[config.mk]
export PLATFORM = sky130hd
export DESIGN_NAME = circular_buffer_fifo
export DESIGN_NICKNAME = d
export VERILOG_FILES = /design/src/rtl/circular_buffer_fifo_pkg.sv /design/src/rtl/circular_buffer_fifo_mem.sv /design/src/rtl/circular_buffer_fifo.sv
export SDC_FILE = /design/constraint.sdc
export NUM_CORES = 1
export LEC_CHECK = 0
export CELL_PAD_IN_SITES_DETAIL_PLACEMENT = 1
export CELL_PAD_IN_SITES_GLOBAL_PLACEMENT = 2
export CORE_MARGIN = 2
export CORE_UTILIZATION = 33
export DETAILED_ROUTE_END_ITERATION = 8
export HOLD_SLACK_MARGIN = 0.1
export PLACE_DENSITY = 0.67
export SETUP_SLACK_MARGIN = 0.1
export SYNTH_ARGS = -nofsm -noshare
export SYNTH_HDL_FRONTEND = slang
export SYNTH_SLANG_ARGS = --single-unit
export TNS_END_PERCENT = 5
[constraint.sdc]
create_clock -name clk -period 6.7 [get_ports clk]
set_clock_uncertainty 0.1 [all_clocks]
set_input_delay 1.34 -clock clk [delete_from_list [all_inputs] [get_ports clk]]
set_output_delay 1.34 -clock clk [all_outputs]
set_load 0.05 [all_outputs]
[src/rtl/circular_buffer_fifo_pkg.sv]
// -----------------------------------------------------------------------------
// circular_buffer_fifo_pkg
// Shared helpers for the circular buffer FIFO.
//   DEFAULT_BUFFER_SIZE : default capacity in words
//   cnt_width()         : width of an occupancy counter that holds 0..size
//   ptr_width()         : width of a pointer that holds 0..size-1
//   ptr_wrap()          : (ptr + inc) mod size. It uses a single conditional
//                         subtract, so the caller must keep ptr < size and
//                         inc <= size.
// -----------------------------------------------------------------------------
package circular_buffer_fifo_pkg;

    localparam int DEFAULT_BUFFER_SIZE = 32;

    function automatic int unsigned cnt_width(input int unsigned size);
        return $clog2(size + 1);
    endfunction

    function automatic int unsigned ptr_width(input int unsigned size);
        return (size > 1) ? $clog2(size) : 1;
    endfunction

    function automatic int unsigned ptr_wrap(input int unsigned ptr,
                                             input int unsigned inc,
                                             input int unsigned size);
        int unsigned sum;
        sum = ptr + inc;
        if (sum >= size) begin
            sum = sum - size;
        end
        return sum;
    endfunction

endpackage

[src/rtl/circular_buffer_fifo_mem.sv]
// -----------------------------------------------------------------------------
// circular_buffer_fifo_mem
// Word storage for the circular FIFO. It has a W_PARAM-word synchronous write
// port and an R_PARAM-word combinational read port. A multi-word access may
// straddle the end of the array: every word address wraps on its own.
// Ports:
//   clk     : clock
//   we      : write strobe; all W_PARAM words are written together
//   wr_ptr  : address of write word 0
//   wdata   : write words; word k is at [k*DATA_WIDTH +: DATA_WIDTH]
//   rd_ptr  : address of read word 0
//   rdata   : read words; word 0 is in the LSBs
// -----------------------------------------------------------------------------
module circular_buffer_fifo_mem
    import circular_buffer_fifo_pkg::*;
#(
    parameter int DATA_WIDTH  = 32,
    parameter int BUFFER_SIZE = 32,
    parameter int W_PARAM     = 1,
    parameter int R_PARAM     = 1,
    parameter int PTR_W       = 5
) (
    input  logic                          clk,
    input  logic                          we,
    input  logic [PTR_W-1:0]              wr_ptr,
    input  logic [DATA_WIDTH*W_PARAM-1:0] wdata,
    input  logic [PTR_W-1:0]              rd_ptr,
    output logic [DATA_WIDTH*R_PARAM-1:0] rdata
);

    // The array has no reset, so the tools can map it to distributed RAM.
    logic [DATA_WIDTH-1:0] mem_q [BUFFER_SIZE];
    logic [PTR_W-1:0]      wr_addr [W_PARAM];
    logic [PTR_W-1:0]      rd_addr [R_PARAM];

    for (genvar gi = 0; gi < W_PARAM; gi++) begin : g_wr_addr
        assign wr_addr[gi] = PTR_W'(ptr_wrap(32'(wr_ptr), gi, BUFFER_SIZE));
    end

    for (genvar gi = 0; gi < R_PARAM; gi++) begin : g_rd
        assign rd_addr[gi] = PTR_W'(ptr_wrap(32'(rd_ptr), gi, BUFFER_SIZE));
        assign rdata[gi*DATA_WIDTH +: DATA_WIDTH] = mem_q[rd_addr[gi]];
    end

    // A single process writes every word. This keeps the array under one
    // driver even when W_PARAM > 1.
    always_ff @(posedge clk) begin
        if (we) begin
            for (int k = 0; k < W_PARAM; k++) begin
                mem_q[wr_addr[k]] <= wdata[k*DATA_WIDTH +: DATA_WIDTH];
            end
        end
    end

endmodule

[src/rtl/circular_buffer_fifo.sv]
// -----------------------------------------------------------------------------
// circular_buffer_fifo
// First-word-fall-through circular FIFO with a valid/ready style interface.
// Each accepted write pushes W_PARAM words. Each accepted read pops R_PARAM
// words.
// Ports:
//   clk       : clock
//   rst       : synchronous active-high reset (clears the pointers and count)
//   write_en  : write request; taken only while ready
//   read_en   : pop request; taken only while valid
//   inp       : W_PARAM write words; word 0 is in the LSBs and is stored first
//   full      : count == BUFFER_SIZE
//   empty     : count == 0
//   ready     : free space >= W_PARAM
//   valid     : count >= R_PARAM
//   data_out  : R_PARAM words from the read pointer; the oldest is in the LSBs
// Optional, when CIRC_BUF_ERR_FLAGS_EN is defined:
//   overflow  : sticky; set by write_en while not ready
//   underflow : sticky; set by read_en while not valid
//   Only rst clears these two flags.
// -----------------------------------------------------------------------------
module circular_buffer_fifo
    import circular_buffer_fifo_pkg::*;
#(
    parameter int DATA_WIDTH  = 32,
    parameter int BUFFER_SIZE = DEFAULT_BUFFER_SIZE,
    parameter int W_PARAM     = 1,
    parameter int R_PARAM     = 1
) (
    input  logic                          clk,
    input  logic                          rst,
    input  logic                          write_en,
    input  logic                          read_en,
    input  logic [DATA_WIDTH*W_PARAM-1:0] inp,
    output logic                          full,
    output logic                          empty,
    output logic                          ready,
    output logic                          valid,
    output logic [DATA_WIDTH*R_PARAM-1:0] data_out
`ifdef CIRC_BUF_ERR_FLAGS_EN
    ,
    output logic                          overflow,
    output logic                          underflow
`endif
);

    localparam int PTR_W = ptr_width(BUFFER_SIZE);
    localparam int CNT_W = cnt_width(BUFFER_SIZE);

    logic [PTR_W-1:0] wr_ptr_q, wr_ptr_d;
    logic [PTR_W-1:0] rd_ptr_q, rd_ptr_d;
    logic [CNT_W-1:0] count_q,  count_d;
    logic             wr_accept, rd_accept;

    // All flags come from the registered count before the edge. A full
    // buffer therefore refuses a write even when a pop happens in the
    // same cycle.
    assign full  = (count_q == CNT_W'(BUFFER_SIZE));
    assign empty = (count_q == '0);
    assign ready = (count_q <= CNT_W'(BUFFER_SIZE - W_PARAM));
    assign valid = (count_q >= CNT_W'(R_PARAM));

    assign wr_accept = write_en & ready & ~rst;
    assign rd_accept = read_en  & valid & ~rst;

    always_comb begin
        wr_ptr_d = wr_ptr_q;
        rd_ptr_d = rd_ptr_q;
        if (wr_accept) begin
            wr_ptr_d = PTR_W'(ptr_wrap(32'(wr_ptr_q), W_PARAM, BUFFER_SIZE));
        end
        if (rd_accept) begin
            rd_ptr_d = PTR_W'(ptr_wrap(32'(rd_ptr_q), R_PARAM, BUFFER_SIZE));
        end
        count_d = count_q
                + (wr_accept ? CNT_W'(W_PARAM) : '0)
                - (rd_accept ? CNT_W'(R_PARAM) : '0);
    end

    always_ff @(posedge clk) begin
        if (rst) begin
            wr_ptr_q <= '0;
            rd_ptr_q <= '0;
            count_q  <= '0;
        end else begin
            wr_ptr_q <= wr_ptr_d;
            rd_ptr_q <= rd_ptr_d;
            count_q  <= count_d;
        end
    end

    circular_buffer_fifo_mem #(
        .DATA_WIDTH  (DATA_WIDTH),
        .BUFFER_SIZE (BUFFER_SIZE),
        .W_PARAM     (W_PARAM),
        .R_PARAM     (R_PARAM),
        .PTR_W       (PTR_W)
    ) u_mem (
        .clk    (clk),
        .we     (wr_accept),
        .wr_ptr (wr_ptr_q),
        .wdata  (inp),
        .rd_ptr (rd_ptr_q),
        .rdata  (data_out)
    );

`ifdef CIRC_BUF_ERR_FLAGS_EN
    logic overflow_q, underflow_q;

    always_ff @(posedge clk) begin
        if (rst) begin
            overflow_q  <= 1'b0;
            underflow_q <= 1'b0;
        end else begin
            if (write_en && !ready) overflow_q  <= 1'b1;
            if (read_en  && !valid) underflow_q <= 1'b1;
        end
    end

    assign overflow  = overflow_q;
    assign underflow = underflow_q;
`endif

endmodule

### Yosys cells after proc, flatten, opt, wreduce, memory -nomap -nowiden

Memories as Yosys holds them, arrays and structs flattened.
Cells that the tools add are included.

* input bits: 36
* flip-flop bits (word level): 16
* latch bits: 0
* memory bits (read-only): 0
* RAM bits: 1024
* memories kept: 1
* output and inout bits: 36
* logic and storage cells: 33

* order comparisons: 6
* multiply operators: 0
* equal/unequal tests: 1
* shift operators: 0
* mux-type cells: 8
* bitwise logic cells: 5
* divide/modulo/power cells: 0
* reduce and logical (&&, ||, !) cells: 1
* $add $sub $neg: 8

Memories
* u_mem.mem_q: depth 32, bits a word 32, rd ports 1, clocked after memory_dff 0, wr ports 1, line circular_buffer_fifo_mem.sv:32 `logic [DATA_WIDTH-1:0] mem_q [BUFFER_SIZE];`

Operators with widths (number)
* 2-to-1 mux 5 bit: 4
* subtractor 5 x 1 -> 5 bit, second input constant: 4
* adder 5 x 1 -> 6 bit, second input constant: 2
* >= comparator 5 x 6 -> 1 bit, second input constant: 2
* >= comparator 6 bit, second input constant: 2
* adder 6 x 1 -> 6 bit: 1
* equality test 6 bit, second input constant: 1
* >= comparator 6 x 1 -> 1 bit, second input constant: 1
* <= comparator 6 x 5 -> 1 bit, second input constant: 1
* zero test 6 bit: 1
* subtractor 6 x 1 -> 6 bit: 1
* bitwise AND 1 bit: 4
* 2-to-1 mux 1 bit: 4
* inverter 1 bit: 1

### Logic depth before layout (Yosys ltp)

Gate-level depths: netlist of run 1.

* depth in word-level cells: 6
* mapped depth: 14
* depth with buffers taken out: 14

### Cells and area by module

A second synthesis of run 1 with hierarchy kept.

* cell total of the unflattened synthesis: 2337
* area total of the unflattened synthesis: 40859.2 µm²

Modules (own cells, without submodules)
* circular_buffer_fifo_mem: seq. area each 30749.5 µm², area an instance 39844.5 µm², cells an instance 2228, times used 1
* circular_buffer_fifo: seq. area each 320.3 µm², area an instance 1014.7 µm², cells an instance 109, times used 1

### Worst setup path before layout of run 1

OpenSTA, ideal clock, no wires.

* path kind: input -> register
* start: input port write_en
* end: memory u_mem.mem_q[29][0], enable pin
* stages: 4
* setup slack: 2799 ps
* arrival: 3380 ps
* path through: inv_1 -> a211oi_1 -> nand2_1 -> nor2_1

* cells in the longest elaborated chain, start to end: 4

Ends and longest elaborated chain
* from (decl): line circular_buffer_fifo.sv:32 `input logic write_en,`
* bitwise AND 1 bit (2 in a row): line circular_buffer_fifo.sv:63 `assign wr_accept = write_en & ready & ~rst;`
* 2-to-1 mux 1 bit: line circular_buffer_fifo_mem.sv:48 `if (we) begin`
* 2-to-1 mux 1 bit (implied by the code): line circular_buffer_fifo_mem.sv:50 `mem_q[wr_addr[k]] <= wdata[k*DATA_WIDTH +: DATA_WIDTH];`
* to (decl): line circular_buffer_fifo_mem.sv:32

No other way between the ends.

==> metrics.yaml, run 1 <==
sta:
  fin_ws_ns: 0.966
  post-route-period-util_pct: 85.6
  rsz0062_at_grt: "false"
  tightestPinTransition_ns: 1.26
  relSlewSlack_pct: 15.7
  slew_violations: 0
  setup_viol: 0
  hold_violations: 0
  fmax_mhz: 174
  finalCriticalPeriod_ns: 5.73
  final.setup.tns_ns: 0
synth:
  synth_edf_count: 1024
  synth-main-ff-cell: "edfxtp_1"
  ys_seq_elements: 1045
  ys_top_cells_by_count: "1024 x edfxtp_1, 197 x mux2_2, 128 x mux4_2"
  yosys.area.top_type_share_pct: 76.0
  synthMostInstantiatedCell: "edfxtp_1"
  ys_top_cells_by_area: "edfxtp_1 76%, mux4_2 7.1%, mux2_2 5.5%"
  synth_warnings: 0
  yosysTopAreaCell: "edfxtp_1"
  synth.avg_cell_area_um2: 19.7
  syn_area_mm2: 0.0405
  synth_cells: 2054
  synthArstFlopShare_pct: 0
  ys_seq_area_share_pct: 77.1
  synth.distinct_cells: 45
  postSynthNetCount: 2109
worst_hold_path:
  hold_class: "flip-flop to flip-flop"
  min_path_cells: 2
final_layout:
  syn_to_final_growth_pct: 16.3
  nFillCells: 11756
  nets: 2238
  multi_input_area_mm2: 0.00899
  drive_gt1_share_pct: 26.1
  postLayoutCellArea_mm2: 0.0471
  seq_area_mm2: 0.0312
global_route:
  overflow: 0
  grt_util_all_layers_pct: 17.4
  antenna_found_initial: 2
  grt_pass1_wl_um: 157000
  grt_pass1_vias: 21872
  grt_max_degree: 83
route:
  firstDrtPassIters: 5
  drc: 0
  viasPerCell: 5.25
  drt_wl_total_um: 110000
  via_count: 20500
  ant_nets: 0
  dr.first_iter.drc_count: 1982
  routedWlPerCell_um: 28.1
placed_design:
  place_hpwl_um: 60000
  dpl_worst_slack_ns: 1.65
  gp_congestion: 0.731
  place.port_buffers: 71
  placed_cell_area_mm2: 0.0436
clocking:
  cts_tree: "built"
  clock_latency_ns: 0.70
  cts.path.max_buffers: 3
  ctsResizeCount: 0
  post_cts_buffers: 0
  numCtsBuffers: 108
  path_clk_slew_ns: 0.06
  htree_levels: 3
  cts_sinks: 1045
  cts_root_buffer: "clkbuf_16"
  cts_hold_buf: 0
worst_setup_path:
  crit_path_end_kind: "output pin"
  crit_type: "flip-flop to output pin"
  worstPathRequired_ns: 5.26
  r2r_cells: 7
  start_kind: "flip-flop"
  arrival_ns: 4.29
  cp_max_fo: 44
pwr:
  powerDensity_mw_per_mm2: 325
  p_leak_uw: 0.0143
  vdd_drop_max_mv: 0.210
die:
  ios: 72
  rows: 128
  fp.dieArea_mm2: 0.125
  die_width_um: 354
  dieHeight_um: 354
  core_mm2: 0.122
  start_util_pct: 33.2
flow_run:
  maxCapViolCount: 0
run_status:
  outcome: "finished, final reports clean"
## power breakdown
part	switching (uW)	internal [uW]	total, uW
combinational	1340	772	2110
clock	2530	3330	5860
sequential	64.8	7250	7320
total	3940	11400	15300
## state kept, by name, summed over array words and instances, names as in the netlist, named ones only
| signal | cells |
|---|---|
| u_mem.mem_q | 1024 |
| rd_ptr_q | 5 |
| wr_ptr_q | 5 |
| count_q | 6 |
## cells in the final DEF, fill, tap and decap left out, drive strengths merged, types with 2 or more instances in the layout
cell / Yosys / layout
a211oi: 66 / 66
a21oi: 7 / 7
a22o: 64 / 64
and3: 3 / 3
buf: 41 / 66
bufinv: 0 / 8
clkbuf: 77 / 136
clkdlybuf4s50: 0 / 71
clkinv: 0 / 51
clkinvlp: 0 / 4
dfxtp: 21 / 21
edfxtp: 1024 / 1024
ha: 18 / 18
inv: 13 / 18
mux2: 197 / 197
mux2i: 2 / 2
mux4: 128 / 128
nand2: 12 / 12
nand2b: 2 / 2
nand3: 3 / 3
nand3b: 2 / 2
nand4: 3 / 3
nor2: 47 / 47
nor2b: 71 / 71
nor3: 64 / 64
nor4: 2 / 2
o21ai: 67 / 67
o22ai: 64 / 64
or2: 2 / 2
or3: 2 / 2
or3b: 2 / 2
or4: 32 / 32
xnor2: 5 / 5
## path summary, 6_finish.rpt
kind	startpoint	slack, ns	endpoint
worst max-delay path	flip-flop	0.97	data_out[27]
worst min-delay path	rd_ptr_q[4]$_SDFFE_PP0N_	0.48	rd_ptr_q[4]$_SDFFE_PP0N_
worst max register to register	count_q[5]$_SDFF_PP0_	2.63	u_mem.mem_q[1][30]$_DFFE_PP_
worst min register to register	rd_ptr_q[4]$_SDFFE_PP0N_	0.48	rd_ptr_q[4]$_SDFFE_PP0N_
## per-stage QoR
step / power (uW) / std cells / utilization [%] / hold slack (ns)
after detailed placement: 9600 / 3698 / 35.8 / 0.473
final: 15300 / 3903 / 38.7 / 0.485
after floorplan: 8800 / 2054 / - / 0.368
after global routing: 15800 / 3902 / 38.7 / 0.522
after CTS: 15500 / 3902 / 38.7 / 0.483
after global placement: 9570 / 3698 / 35.8 / 0.445
## cell families after synthesis
logic type | synth area share, %
compound gates | 4.69
xor+xnor | 0.130
fa+ha+maj | 0.606
buf+inv | 1.44
flops | 77.1
mux | 12.7
simple gates | 3.42
## layout make-up
cell class                 instances  share of cell area [%]
clock buffer                     136                    6.05
clock inverter                    68                    1.30
tap                             1625                    4.32
antenna                            1                 0.00532
sequential                      1045                    66.3
multi-input combinational        878                    19.1
inverter                          13                   0.104
timing repair buffer             137                    2.86
## per-layer routing
| metal | GRT usage (%) | up-vias | share of wire, % |
|---|---|---|---|
| li1 | - | 8711 | - |
| met1 | 22.7 | 11059 | 42 |
| met2 | 29.7 | 564 | 50 |
| met3 | 3.20 | 162 | 5.1 |
| met4 | 4.66 | 4 | 2.4 |
| met5 | 0 | - | 0.025 |
## critical path, stage by stage (launching register included)
cell and delay, ns:
dfxtp_4 0.85, buf_4 0.55, mux4_2 0.38, a22o_1 0.25
or4_1 0.73, clkdlybuf4s50_1 0.78
(Power assumes the default switching activity.)
==> run 2, diff against run 1 <==
- ABC_AREA: unset -> 1
- CELL_PAD_IN_SITES_DETAIL_PLACEMENT: 1 -> unset
- CELL_PAD_IN_SITES_GLOBAL_PLACEMENT: 2 -> unset
- PLACE_DENSITY: 0.67 -> 0.58
- RECOVER_POWER: unset -> 50
==> run 2 against run 1 <==
  * The flow now finishes with violations (max-capacitance violations, max-slew violations)
  * Fmax up 1.1%
  * Setup slack better by 0.065 ns
  * First-iteration DRC count up 55%
  * Synthesized area up 5.8%
  * Sequential share of layout area down 2.1 points
  * Clock-buffer cell count down 1
  * Die area up 5.7%
  * Total power up 0.63%
  * Utilization down 1.0 points
==> metrics.yaml, run 2 <==
sta:
  fmax_mhz: 176  # +1.1%
  finalCriticalPeriod_ns: 5.67  # -0.0645 ns
  tightestPinTransition_ns: 2.57  # +1.31 ns
  rsz0062_at_grt: "false"
  post-route-period-util_pct: 84.6  # -0.96 points
  final.setup.tns_ns: 0  # unchanged
  slew_violations: 18  # +18
  setup_viol: 0  # unchanged
  relSlewSlack_pct: -72.0  # -88 points
  hold_violations: 0  # unchanged
flow_run:
  maxCapViolCount: 1  # +1
final_layout:
  drive_gt1_share_pct: 6.81  # -19 points
  final_cell_mix: "1474 x nand2_1, 1024 x edfxtp_1, 778 x nand3_1, 115 x clkbuf_16, 57 x buf_4"
  largest_reg_flops: 1024  # unchanged
  stdcell_count: 5504  # +41%
  nFillCells: 12444  # +5.9%
  syn_to_final_growth_pct: 13.6
  final_common_cell: "nand2_1"
  nets: 3730  # +67%
clocking:
  post_cts_buffers: 0  # unchanged
  cts_sinks: 1045  # unchanged
  cts_tree: "built"
  htree_levels: 3  # unchanged
  cts_hold_buf: 0  # unchanged
  numCtsBuffers: 110  # +1.9%
  clock_latency_ns: 0.69  # about the same
  path_clk_slew_ns: 0.06  # about the same
  ctsResizeCount: 0  # unchanged
  cts_root_buffer: "clkbuf_16"
  cts.path.max_buffers: 3  # unchanged
synth:
  synth_warnings: 0  # unchanged
  ys_top_cells_by_area: "edfxtp_1 72%, nand2_1 13%, nand3_1 9.1%"
  yosysTopAreaCell: "edfxtp_1"
  synth_edf_count: 1024  # unchanged
  ys_top_cells_by_count: "1474 x nand2_1, 1024 x edfxtp_1, 778 x nand3_1"
  synthMostInstantiatedCell: "nand2_1"
  ys_seq_area_share_pct: 72.8  # -4.2 points
  synth.avg_cell_area_um2: 11.7  # -40%
  synth.distinct_cells: 27  # -40%
  postSynthNetCount: 3699  # +75%
  ys_seq_elements: 1045  # unchanged
  yosys.area.top_type_share_pct: 71.8  # -4.2 points
  syn_area_mm2: 0.0428  # +5.8%
  synth-main-ff-cell: "edfxtp_1"
  synth_cells: 3644  # +77%
  synthArstFlopShare_pct: 0  # unchanged
die:
  rows: 132  # +3.1%
  fp.dieArea_mm2: 0.133  # +5.7%
  ios: 72  # unchanged
  die_width_um: 364  # +2.8%
  dieHeight_um: 364  # +2.8%
  start_util_pct: 33.1  # -0.098 points
  core_mm2: 0.129  # +6.1%
placed_design:
  place_hpwl_um: 59600  # -0.62%
  place.port_buffers: 71  # unchanged
  gp_congestion: 0.740  # +1.3%
  dp_cells: 5305  # +43%
worst_setup_path:
  crit_type: "flip-flop to output pin"
  r2r_cells: 9  # +2
  arrival_ns: 4.23  # -0.06 ns
  cpMaxStageDelayCell: "dfxtp_4"
  crit_path_end_kind: "output pin"
  cpMostUsedCell: "nand2_1"
  endpoint: "data_out[26]"
  r2r-end: "u_mem.mem_q[31][18]$_DFFE_PP_"
  critPathMaxStageDelay_ns: 0.89  # +0.04 ns
  start_kind: "flip-flop"
  cp_max_fo: 215  # +390%
  crit_chain: "inv_16 -> buf_12 -> nand2_1 -> nand3_1 -> nand3_1 -> nand2_1 -> nand2_1 -> nand2_1 -> nand2_1 -> nand2_1 -> clkdlybuf4s50_1"
  r2r_setup_slack_ns: 2.22  # -0.41 ns
  worstPathRequired_ns: 5.26  # about the same
  worstReg2RegStart: "count_q[5]$_SDFF_PP0_"
run_status:
  violations: "max-capacitance violations, max-slew violations"
  outcome: "complete, but fails checks"
global_route:
  grt_util_all_layers_pct: 17.6  # +0.25 points
  overflow: 0  # unchanged
  grt_max_degree: 216  # +160%
  grt_pass1_vias: 26357  # +21%
  grt_pass1_wl_um: 174000  # +11%
  antenna_found_initial: 13  # +11
pwr:
  vdd_drop_max_mv: 0.217  # +3.2%
  p_leak_uw: 0.0173  # +21%
  powerDensity_mw_per_mm2: 317  # -2.6%
route:
  via_count: 27414  # +34%
  viasPerCell: 4.98  # -5.2%
  dr.first_iter.drc_count: 3076  # +55%
  ant_nets: 0  # unchanged
  firstDrtPassIters: 6  # +1
  routedWlPerCell_um: 21.5  # -24%
  drc: 0  # unchanged
  drt_wl_total_um: 118000  # +7.7%
worst_hold_path:
  hold_class: "flip-flop to flip-flop"
-- run 2: where the power goes --
group	total, uW	leakage (uW)	internal [uW]	switching (uW)
registers	7310	0.00938	7240	63.5
clock network	5950	0.00170	3440	2510
logic	2140	0.00617	608	1530
-- run 2: cells by family after synthesis --
kind of cell | share of synthesized area, %
fa+ha+maj | 0.573
flops | 72.8
buf+inv | 3.73
compound gates | 0.289
xor+xnor | 0.0819
simple gates | 22.5
-- run 2: layout make-up --
| class | instances | area [um2] | share of cell area, % |
|---|---|---|---|
| clock inverters | 61 | 497 | 1.02 |
| flip-flops and latches | 1045 | 31200 | 64.2 |
| diodes | 3 | 7.51 | 0.0154 |
| multi-input cells | 2347 | 10300 | 21.1 |
| repair buffers | 138 | 1340 | 2.75 |
| well taps | 1742 | 2180 | 4.48 |
| clock buffers | 135 | 2980 | 6.14 |
| inverters | 33 | 154 | 0.317 |
-- run 2: worst min-delay path by stage --
stage / from / endpoint / slack, ns / depth (start not counted)
floorplan: rd_ptr_q[4]$_SDFFE_PP0N_ / flip-flop / 0.37 / 2
global placement: rd_ptr_q[4]$_SDFFE_PP0N_ / flip-flop / 0.38 / 2
detailed placement: rd_ptr_q[4]$_SDFFE_PP0N_ / flip-flop / 0.39 / 2
CTS: rd_ptr_q[1]$_SDFFE_PP0N_ / flip-flop / 0.40 / 2
global route: rd_ptr_q[1]$_SDFFE_PP0N_ / flip-flop / 0.45 / 2
finish: rd_ptr_q[4]$_SDFFE_PP0N_ / flip-flop / 0.40 / 2
-- run 2: metal layers --
metal | global-route usage (%) | up-vias | wire (um)
met5 | 0 | - | 28
met4 | 5.91 | 4 | 3490
met3 | 2.62 | 191 | 7680
met2 | 28.8 | 936 | 56000
met1 | 24.0 | 13536 | 50900
li1 | - | 12747 | -
-- run 2: worst max-delay path, delay by kind of cell (launching register included) --
family	cells	cell delay (ns)
simple gates	8	0.73
buf+inv	3	1.56
flops	1	0.89
-- run 2: stage by stage --
| stage | power (uW) | instance area (um2) | util (%) | worst slack [ns] | hold slack, ns |
|---|---|---|---|---|---|
| CTS | 15500 | 48600 | 37.6 | 1.05 | 0.401 |
| global placement | 9580 | 45100 | 34.9 | 1.76 | 0.381 |
| floorplan | 9030 | 42800 | - | 2.14 | 0.372 |
| detailed placement | 9600 | 45100 | 34.9 | 1.78 | 0.386 |
| finish | 15400 | 48600 | 37.6 | 1.03 | 0.401 |
| global route | 16000 | 48600 | 37.6 | 0.833 | 0.451 |
==> run 3, diff against run 2 <==
- clock period: 6.7 -> 5.4 ns (I/O delays scaled with it)
==> run 3 against run 2 <==
  * The run still ends with max-capacitance violations, max-slew violations left
  * Wire length fell by 1.0%
  * Sequential cell count is the same
  * Global-route usage fell by 0.19 points
  * Critical path type unchanged
  * Highest routed layer unchanged
  * Sequential share of layout area about the same
  * Clock-buffer cell count down 5
  * Critical path depth decreased by 1
  * Die area unchanged
  * Setup slack got worse by 0.66 ns
  * Hold slack got worse by 0.0055 ns
  * Utilization barely moved
  * Register-to-register slack lost 0.62 ns
  * Non-clock buffer count grew 8
==> metrics.yaml, run 3 (same netlist as run 2, synthesis figures left out) <==
global_route:
  grt_util_all_layers_pct: 17.4  # -0.19 points
  overflow: 0  # unchanged
  grt_pass1_vias: 25997  # -1.4%
  grt_pass1_wl_um: 173000  # -0.68%
  antenna_found_initial: 6  # -7
  grt_max_degree: 198  # -8.3%
sta:
  relSlewSlack_pct: -43.4  # +29 points
  hold_violations: 0  # unchanged
  post-route-period-util_pct: 93.1
  rsz0062_at_grt: "false"
  tightestPinTransition_ns: 2.14  # -0.427 ns
  slew_violations: 45  # +27
  setup_viol: 0  # unchanged
  fmax_mhz: 199
  final.setup.tns_ns: 0  # unchanged
  fin_ws_ns: 0.374  # -0.657 ns
  finalCriticalPeriod_ns: 5.03
pwr:
  vdd_drop_max_mv: 0.258  # +19%
  powerDensity_mw_per_mm2: 384  # +21%
  p_leak_uw: 0.0172  # about the same
clocking:
  numCtsBuffers: 105  # -4.5%
  cts_root_buffer: "clkbuf_16"
  post_cts_buffers: 0  # unchanged
  ctsResizeCount: 0  # unchanged
  cts.path.max_buffers: 3  # unchanged
  cts_sinks: 1045  # unchanged
  path_clk_slew_ns: 0.06  # about the same
  cts_hold_buf: 0  # unchanged
  htree_levels: 3  # unchanged
  cts_tree: "built"
  clock_latency_ns: 0.66  # -0.03 ns
die:
  die_width_um: 364  # unchanged
  start_util_pct: 33.1  # unchanged
  core_mm2: 0.129  # unchanged
  fp.dieArea_mm2: 0.133  # unchanged
  ios: 72  # unchanged
  dieHeight_um: 364  # unchanged
  rows: 132  # unchanged
worst_setup_path:
  cp_max_fo: 177  # -18%
  critPathMaxStageDelay_ns: 0.84  # -0.05 ns
  endpoint: "data_out[22]"
  r2r_setup_slack_ns: 1.60  # -0.62 ns
  crit_type: "flip-flop to output pin"
  arrival_ns: 3.85  # -0.38 ns
  worstReg2RegStart: "count_q[5]$_SDFF_PP0_"
  cpMaxStageDelayCell: "clkdlybuf4s50_1"
  cpMostUsedCell: "nand2_1"
  crit_path_end_kind: "output pin"
  crit_chain: "buf_12 -> nand2_1 -> nand3_1 -> nand3_1 -> nand2_1 -> nand2_1 -> nand2_1 -> nand2_1 -> nand2_1 -> clkdlybuf4s50_1"
  start_kind: "flip-flop"
  worstPathRequired_ns: 4.22  # -1.04 ns
  r2r_cells: 9  # unchanged
  r2r-end: "u_mem.mem_q[31][24]$_DFFE_PP_"
final_layout:
  drive_gt1_share_pct: 7.26  # +0.45 points
  final_cell_mix: "1474 x nand2_1, 1024 x edfxtp_1, 778 x nand3_1, 107 x clkbuf_16, 64 x buf_4"
  nets: 3733  # +0.080%
  final_common_cell: "nand2_1"
  syn_to_final_growth_pct: 13.5  # about the same
  largest_reg_flops: 1024  # unchanged
placed_design:
  gp_congestion: 0.768  # +3.9%
  place.port_buffers: 71  # unchanged
  place_hpwl_um: 59300  # -0.59%
  dpl_worst_slack_ns: 1.16  # -0.623 ns
route:
  ant_nets: 0  # unchanged
  via_count: 27310  # -0.38%
  drt_wl_total_um: 117000  # -1.0%
  drc: 0  # unchanged
  dr.first_iter.drc_count: 2628  # -15%
  viasPerCell: 4.96  # -0.34%
  routedWlPerCell_um: 21.3  # -1.0%
  firstDrtPassIters: 5  # -1
worst_hold_path:
  hold_class: "flip-flop to flip-flop"
  min_path_cells: 2  # unchanged
run_status:
  violations: "max-capacitance violations, max-slew violations"
  outcome: "complete, but fails checks"
flow_run:
  maxCapViolCount: 2  # +1
[run 3: how the worst min path moves through the flow]
stage	start	to	slack, ns
after floorplan	rd_ptr_q[4]$_SDFFE_PP0N_	flip-flop	0.37
after global placement	rd_ptr_q[4]$_SDFFE_PP0N_	flip-flop	0.39
after detailed placement	rd_ptr_q[4]$_SDFFE_PP0N_	flip-flop	0.39
after CTS	rd_ptr_q[4]$_SDFFE_PP0N_	flip-flop	0.40
after global routing	rd_ptr_q[4]$_SDFFE_PP0N_	flip-flop	0.43
final	rd_ptr_q[4]$_SDFFE_PP0N_	flip-flop	0.40
[run 3: per-stage QoR]
step	utilization (%)	area (um2)	total power, uW	std cells	hold WS, ns
after global placement	35.1	45400	11900	5313	0.391
after floorplan	-	42800	11200	3644	0.372
after CTS	37.6	48600	18800	5500	0.396
final	37.6	48600	18600	5502	0.396
after detailed placement	35.1	45400	11900	5313	0.388
after global routing	37.6	48600	19400	5500	0.427
[run 3: area by class of cell]
class	instances	area, um2
inverters	33	154
clock buffers	130	2790
flip-flops and latches	1045	31200
multi-input cells	2347	10200
clock inverters	57	454
fillers	12445	80600
well taps	1742	2180
repair buffers	146	1580
diodes	2	5.00
[run 3: metal layers]
| layer | track usage [%] | wire length, um |
|---|---|---|
| met1 | 23.5 | 49900 |
| met2 | 29.2 | 56400 |
| met3 | 2.46 | 7310 |
| met4 | 5.20 | 3270 |
| met5 | 0 | 52 |
[run 3: critical path: cells and delay by family, from the launching register on]
family / cells / cell delay [ns]
DFF: 1 / 0.62
buffers and inverters: 2 / 1.33
and+or+nand+nor: 8 / 0.85
[run 3: where the power goes]
part / internal (uW) / switching (uW) / leakage, uW
sequential: 8990 / 56.1 / 0.00938
combinational: 757 / 1920 / 0.00628
clock: 3860 / 3060 / 0.00158
total: 13600 / 5040 / 0.0172
